### src/rtl/stream_flow_if.sv
// stream_flow_if: FIFO-side handshake between the stream flow controller and the sample FIFO
interface stream_flow_if #(parameter int LEVEL_W = 5);
  logic frame_req;
  logic [LEVEL_W-1:0] fifo_level;
  logic write_en;
  logic read_en;
  logic fifo_flush;
  modport master (input frame_req, fifo_level, output write_en, read_en, fifo_flush);
  modport slave (output frame_req, fifo_level, input write_en, read_en, fifo_flush);
endinterface

### src/rtl/stream_flow_controller.sv
// stream_flow_controller: sequences lock, frame sync, FIFO priming and playback with under/overrun recovery
module stream_flow_controller #(
  parameter int DEPTH = 16,
  parameter int LEVEL_W = 5,
  parameter int PRIME_LEVEL = 8,
  parameter int LOCK_CYCLES = 1024
) (
  input  logic clk,
  input  logic rst,
  input  logic pll_lock,
  input  logic fclk_in,
  stream_flow_if.master bus,
  output logic mute,
  output logic [2:0] state,
  output logic [7:0] underrun_cnt,
  output logic [7:0] overrun_cnt,
  output logic led_r,
  output logic led_g,
  output logic led_b
);
  localparam int CNT_W = $clog2(LOCK_CYCLES + 1);
  typedef enum logic [2:0] {IDLE = 3'd0, SYNC = 3'd1, PRIME = 3'd2, RUN = 3'd3, RECOVER = 3'd4} state_t;
  state_t cur, nxt;
  logic [1:0] lock_sync;
  logic [2:0] fclk_sync;
  logic [CNT_W-1:0] lock_cnt;
  logic lock, fedge, full, empty, ovr, unr, fe_seen, wr, rd, flush;
  assign lock = lock_sync[1];
  assign fedge = fclk_sync[1] & ~fclk_sync[2];
  assign full = bus.fifo_level == LEVEL_W'(DEPTH);
  assign empty = bus.fifo_level == '0;
  // lock loss outranks boundary events, so they are gated by lock
  assign ovr = lock & fedge & full & (cur == PRIME || cur == RUN);
  assign unr = lock & bus.frame_req & empty & (cur == RUN);
  always_comb begin
    nxt = cur;
    wr = 1'b0;
    rd = 1'b0;
    flush = 1'b0;
    if (cur != IDLE && !lock) begin
      nxt = IDLE;
      flush = cur != RECOVER;
    end else begin
      case (cur)
        IDLE: nxt = (lock && lock_cnt == CNT_W'(LOCK_CYCLES - 1)) ? SYNC : IDLE;
        SYNC: nxt = (fedge && fe_seen) ? PRIME : SYNC;
        PRIME: begin
          wr = fedge & ~full;
          nxt = ovr ? RECOVER : (bus.fifo_level >= LEVEL_W'(PRIME_LEVEL)) ? RUN : PRIME;
        end
        RUN: begin
          wr = fedge & ~full & ~unr;
          rd = bus.frame_req & ~empty & ~ovr;
          nxt = (ovr || unr) ? RECOVER : RUN;
        end
        RECOVER: nxt = SYNC;
        default: nxt = IDLE;
      endcase
      flush = nxt == RECOVER;
    end
  end
  always_ff @(posedge clk) begin
    if (rst) begin
      cur <= IDLE;
      lock_sync <= '0;
      fclk_sync <= '0;
      lock_cnt <= '0;
      fe_seen <= 1'b0;
      mute <= 1'b1;
      bus.write_en <= 1'b0;
      bus.read_en <= 1'b0;
      bus.fifo_flush <= 1'b0;
      underrun_cnt <= '0;
      overrun_cnt <= '0;
    end else begin
      cur <= nxt;
      lock_sync <= {lock_sync[0], pll_lock};
      fclk_sync <= {fclk_sync[1:0], fclk_in};
      lock_cnt <= (cur == IDLE && lock && nxt == IDLE) ? lock_cnt + 1'b1 : '0;
      fe_seen <= cur == SYNC && nxt == SYNC && (fe_seen || fedge);
      mute <= nxt != RUN;
      bus.write_en <= wr;
      bus.read_en <= rd;
      bus.fifo_flush <= flush;
      if (unr && underrun_cnt != 8'hff) underrun_cnt <= underrun_cnt + 8'd1;
      if (ovr && overrun_cnt != 8'hff) overrun_cnt <= overrun_cnt + 8'd1;
    end
  end
  assign state = cur;
  assign led_r = ~(cur == IDLE || cur == RECOVER);
  assign led_g = ~(cur == RUN);
  assign led_b = ~(cur == SYNC || cur == PRIME || cur == RECOVER);
endmodule
### src/flat_wrapper.sv
// flat-port wrapper written by rule: the top's interface ports become plain ports
module stream_flow_controller_flat 
#(
  parameter int DEPTH = 16,
  parameter int LEVEL_W = 5,
  parameter int PRIME_LEVEL = 8,
  parameter int LOCK_CYCLES = 1024
)
  (clk, rst, pll_lock, fclk_in, mute, state, underrun_cnt, overrun_cnt, led_r, led_g, led_b, bus_frame_req, bus_fifo_level, bus_write_en, bus_read_en, bus_fifo_flush);
  stream_flow_if #(.LEVEL_W(LEVEL_W)) bus_i ();
  input  logic clk;
  input  logic rst;
  input  logic pll_lock;
  input  logic fclk_in;
  output logic mute;
  output logic [2:0] state;
  output logic [7:0] underrun_cnt;
  output logic [7:0] overrun_cnt;
  output logic led_r;
  output logic led_g;
  output logic led_b;
  input wire logic [$bits(bus_i.frame_req)-1:0] bus_frame_req;
  input wire logic [$bits(bus_i.fifo_level)-1:0] bus_fifo_level;
  output wire logic [$bits(bus_i.write_en)-1:0] bus_write_en;
  output wire logic [$bits(bus_i.read_en)-1:0] bus_read_en;
  output wire logic [$bits(bus_i.fifo_flush)-1:0] bus_fifo_flush;
  assign bus_i.frame_req = bus_frame_req;
  assign bus_i.fifo_level = bus_fifo_level;
  assign bus_write_en = bus_i.write_en;
  assign bus_read_en = bus_i.read_en;
  assign bus_fifo_flush = bus_i.fifo_flush;
  stream_flow_controller #(.DEPTH(DEPTH), .LEVEL_W(LEVEL_W), .PRIME_LEVEL(PRIME_LEVEL), .LOCK_CYCLES(LOCK_CYCLES)) u_core (.clk(clk), .rst(rst), .pll_lock(pll_lock), .fclk_in(fclk_in), .bus(bus_i), .mute(mute), .state(state), .underrun_cnt(underrun_cnt), .overrun_cnt(overrun_cnt), .led_r(led_r), .led_g(led_g), .led_b(led_b));
endmodule
### config.mk
export PLATFORM = sky130hd
export DESIGN_NAME = stream_flow_controller_flat
export DESIGN_NICKNAME = d
export VERILOG_FILES = /design/src/rtl/stream_flow_if.sv /design/src/rtl/stream_flow_controller.sv /design/src/flat_wrapper.sv
export SDC_FILE = /design/constraint.sdc
export NUM_CORES = 1
export LEC_CHECK = 0
export ABC_CLOCK_PERIOD_IN_PS = 3900
export CAP_MARGIN = 0
export CORE_ASPECT_RATIO = 1.25
export CORE_MARGIN = 2
export CORE_UTILIZATION = 55
export CTS_BUF_LIST = sky130_fd_sc_hd__clkbuf_4
export DETAILED_ROUTE_END_ITERATION = 16
export PLACE_DENSITY = 0.95
export SYNTH_ARGS = -nofsm -noshare
export SYNTH_HDL_FRONTEND = slang
export SYNTH_SLANG_ARGS = --single-unit
### constraint.sdc
create_clock -name clk -period 3.9 [get_ports clk]
set_clock_uncertainty 0.2 [all_clocks]
set_input_delay 0.78 -clock clk [delete_from_list [all_inputs] [get_ports clk]]
set_output_delay 0.78 -clock clk [all_outputs]
set_load 0.01 [all_outputs]
-- Word-level counts from Yosys, hierarchy flattened
Index checks and enable logic that the tools add are counted.
- output and inout port bits: 26
- register bits after elaboration: 40
- $add $sub $neg: 3
- eq/ne operators: 12
- bitwise logic cells: 20
- magnitude comparators: 1
- muxes and demuxes: 10
- reduce and logical (&&, ||, !) cells: 23
- operators by type and width (kind ; count):
    $add 8x1->8 const B ; 2
    $ne 8x8->1 const B ; 2
    $pmux 3 s5 ; 1
    $mux 3 ; 4
    $add 11x1->11 const B ; 1
    $and 1x1->1 ; 11
    $eq 11x10->1 const B ; 1
    $logic_and 1x1->1 ; 9
    $not 1->1 ; 9
    $eq 3x1->1 const B ; 2
    $eq 3x2->1 const B ; 2
    $eq 3x3->1 const B ; 2
    $logic_not 3->1 ; 2
    $logic_or 1x1->1 ; 6
    $eq 5x5->1 const B ; 1
    $ge 5x4->1 const B ; 1
    $logic_not 5->1 ; 1
    $reduce_or 2->1 ; 2
    $mux 1 ; 3
    $ne 3x2->1 const B ; 1
    $ne 3x3->1 const B ; 1
    $reduce_bool 3->1 ; 1
    $reduce_or 3->1 ; 1
    $mux 2 ; 1
    2 further kinds ; 2

-- Longest topological paths before layout
- depth after elaboration: 14
- mapped depth: 6

-- Least setup slack after synthesis
Ideal clock, no wire load.
- kind: input to register
- start: input bus_fifo_level[1]
- end: register u_core.overrun_cnt[7]
- required time: 3.585 ns
- data arrival time: 1.968 ns
- path slack: 1.617 ns
- cell stages on the path: 5
- buffers on the path: 0
- setup time: 0.115 ns
- path through: nor4_4 > nand4_4 > nor4_1 > a31oi_1 > o21a_1
- longest elaborated chain between the ends: 4
- ends and longest elaborated chain (what ; line ; RTL):
    start: declaration ; flat_wrapper.sv:23 ; input wire logic [$bits(bus_i.fifo_level)-1:0] bus_fifo_level;
    $eq 5x5->1 ; stream_flow_controller.sv:30 ; assign full = bus.fifo_level == LEVEL_W'(DEPTH);
    $and 1x1->1 (2 in series) ; stream_flow_controller.sv:33 ; assign ovr = lock & fedge & full & (cur == PRIME || cur == RUN);
    $logic_and 1x1->1 ; stream_flow_controller.sv:86 ; if (ovr && overrun_cnt != 8'hff) overrun_cnt <= overrun_cnt + 8'd1;
    end signal: assignment ; stream_flow_controller.sv:86 ;
    end: declaration ; stream_flow_controller.sv:16 ; output logic [7:0] overrun_cnt,
Every way passes these cells.
A chain may end at the register's enable or synchronous reset.

-- Worst setup path after layout
- start: register u_core.cur[2], in the netlist u_core.state[2]
- end: output led_b
- longest elaborated chain between the ends: 4
- elaborated cells between the ends (all ways): 6
- those cells by class: eq/ne: 3; bitwise: 1; reduce/logical: 2
- ends and longest elaborated chain (what ; line ; RTL):
    start: declaration ; stream_flow_controller.sv:23 ; state_t cur, nxt;
    start signal: assignment ; stream_flow_controller.sv:76 ; cur <= nxt;
    $eq 3x1->1 or $eq 3x2->1 (tied branches) ; stream_flow_controller.sv:92 ; assign led_b = ~(cur == SYNC || cur == PRIME || cur == RECOVER);
    $logic_or 1x1->1 ; stream_flow_controller.sv:92 ;
    $logic_or 1x1->1 * ; stream_flow_controller.sv:92 ;
    $not 1->1 * ; stream_flow_controller.sv:92 ;
    end: declaration ; flat_wrapper.sv:21 ; output logic led_b;
Mark *: on every way between the ends. The rest lies on a longest branch, timed or not.

==> results.sh <==
export IMPL_synth_common_cells="40 x dfxtp_1, 37 x nor2_1, 17 x xnor2_1, 16 x nand2_1, 12 x nor2b_1"
export IMPL_ys_flop_type="dfxtp_1"
export IMPL_portBuffers=35
export IMPL_route_vias_total=1579
export IMPL_clkTransAtPathRegs_ns=0.12
export IMPL_p_leak_nw=0.752
export IMPL_post_cts_resized=0
export IMPL_grtUsageTotal_pct=21.0
export IMPL_multi_input_area_um2=990
export IMPL_place_congestion=0.799
export IMPL_grt_max_degree=29
export IMPL_path_cells="nor2b_1 -> o31ai_1 -> clkdlybuf4s50_1"
export IMPL_grt_antenna_before_repair=0
export IMPL_insertion_delay_ns=0.35
export IMPL_ir_worst_vdd_v=0.000339
export IMPL_drv_slew=0
export IMPL_layout_area_seq_um2=801
export IMPL_clockBufferDepth=2
export IMPL_synthArstFlopShare_pct=0
export IMPL_routed_wl_um=3710
export IMPL_yosys_warnings=0
export IMPL_synth_edf_count=0
export IMPL_worst_pin_slew_ns=0.733
export IMPL_cts_setup_buffers=0
export IMPL_dieArea_um2=3810
export IMPL_crit_required_ns=2.92
export IMPL_cts_tree="built"
export IMPL_outcome="finished, final reports clean"
export IMPL_clock_fmax_mhz=359
export IMPL_synth_seq_cells=40
export IMPL_die_y_um=68.5
export IMPL_critPathLaunchType="flip-flop"
export IMPL_synthToLayoutAreaGrowth_pct=26.0
export IMPL_synthesis_nets=220
export IMPL_numCtsBuffers=5
export IMPL_drtPass1Iterations=4
export IMPL_grt_pass1_vias=1448
export IMPL_drcViolationCount=0
export IMPL_fillers=235
export IMPL_grt_pass1_wl_um=6190
export IMPL_arrival_ns=1.80
export IMPL_wl_per_cell_um=13.2
export IMPL_avgSynthCellArea_um2=8.85
export IMPL_cts_sinks=40
export IMPL_setup_viol=0
export IMPL_ys_seq_area_share_pct=43.7
export IMPL_die_w_um=55.6
export IMPL_overflow=0
export IMPL_grt_setup_unrepaired="no"
export IMPL_dp_hpwl_um=2560
export IMPL_netlist_area_um2=1830
export IMPL_relSlewSlack_pct=50.7
export IMPL_critical_path_max_fanout=12
export IMPL_cp_end_kind="output port"
export IMPL_vias_per_cell=5.62
export IMPL_period_share_pct=71.4
export IMPL_yosysTopAreaCell="dfxtp_1"
export IMPL_pwr_density_cell_nw_per_um2=333
export IMPL_nNetsFinal=257
export IMPL_drt_iter0_markers=77
export IMPL_postSynthCellCount=207
export IMPL_yosys_area_top_type_share_pct=43.7
export IMPL_crit_path_max_incr_delay_ns=0.57
export IMPL_root_buffer="clkbuf_4"
export IMPL_drtAntennaViolNets=0
export IMPL_finalHoldViolations=0
export IMPL_min_period_ns=2.78
export IMPL_cap_viol_max_count=0
export IMPL_path_class="reg -> out"
export IMPL_min_path_type="reg -> reg"
export IMPL_h_tree_depth=2
export IMPL_drive_gt1_share_pct=8.61
export IMPL_postLayoutCoreUtil_pct=72.2
export IMPL_finalSetupTns_ns=0
export IMPL_diodes=0
export IMPL_holdBufCountCts=0
export IMPL_ios=36
export IMPL_synth_cell_types=43
export IMPL_std_cell_rows=23
export IMPL_synth_top_cells_by_area="dfxtp_1 44%, xnor2_1 8.1%, nor2_1 7.6%"
export IMPL_hold_ws_ns=0.267
export IMPL_crit_slowest_cell="clkdlybuf4s50_1"
export IMPL_core_area_um2=3190
export IMPL_start_util_pct=57.3
export IMPL_yosysMostFrequentCell="dfxtp_1"
## through the flow
step	instances	area, um^2	power [mW]	setup WS [ns]
floorplan	207	1830	0.434	1.62
global placement	274	2210	0.448	1.05
detailed placement	274	2210	0.448	0.912
CTS	281	2310	0.781	1.08
global route	281	2310	0.797	0.966
finish	281	2310	0.769	1.12
## state kept, by name, summed over array words and instances (netlist names), 2 cells and up
| register | flops |
|---|---|
| u_core.state | 3 |
| u_core.lock_cnt | 11 |
| u_core.underrun_cnt | 8 |
| u_core.overrun_cnt | 8 |
| u_core.lock_sync | 2 |
| u_core.fclk_sync | 3 |
## path summary, 6_finish.rpt
kind                            start                     to  slack [ns]  cells after the start
setup / recovery      u_core.state[2]                  led_b        1.12                      3
hold / removal    u_core.fclk_sync[0]    u_core.fclk_sync[1]        0.27                      1
setup reg to reg      u_core.state[1]  u_core.overrun_cnt[7]        1.83                      5
hold reg to reg   u_core.fclk_sync[0]    u_core.fclk_sync[1]        0.27                      1
## logic make-up (layout without fill, tap and decap cells)
kind of cell	after synthesis	count (layout)	synth area share, %
AND/OR/NAND/NOR	111	111	33.7
AO/OA/AOI/OAI	22	22	7.99
adder cells (fa/ha/maj)	3	3	2.05
XOR/XNOR	19	19	9.08
buffers and inverters	10	47	2.25
flip-flops	40	40	43.7
multiplexers	2	2	1.16
## per-layer routing
layer | share of wire, % | vias to the layer above | track usage (%) | wire length [um]
met2 | 51 | 37 | 37.1 | 1900
met1 | 42 | 748 | 23.2 | 1570
met3 | 4.7 | 9 | 6.16 | 173
met5 | 0 | - | 0 | 0
met4 | 1.9 | 0 | 11.0 | 70
li1 | - | 785 | - | -
## critical path, delay by kind of cell (launching register included)
family	cells	cell delay, ns
AO/OA/AOI/OAI	1	0.23
buffers and inverters	1	0.57
flip-flops	1	0.54
AND/OR/NAND/NOR	1	0.11
## area by class of cell
cell class	count	share of cell area, %
clock buffers	5	1.63
clock inverters	2	2.60
inverters	4	0.651
multi-input cells	157	42.9
flip-flops and latches	40	34.7
well taps	37	2.01
repair buffers	36	15.5
## cells in the final DEF (no fill, tap or decap), types with 4 or more instances in the layout
cell type	n
clkdlybuf4s50_1	35
nand2_1	16
clkbuf_4	5
a21oi_1	5
nor4_1	6
nand3_1	11
nor2_1	37
xnor2_1	17
nor2b_1	12
nor3_1	7
inv_1	4
dfxtp_1	40
nand4_1	4
## power breakdown
group | switching, mW | internal (mW) | total [mW] | leakage (nW)
clock network | 0.133 | 0.196 | 0.330 | 0.0513
logic | 0.0132 | 0.0135 | 0.0266 | 0.378
registers | 0.00197 | 0.411 | 0.413 | 0.323
Note: power is estimated with default switching activity, not from simulation.
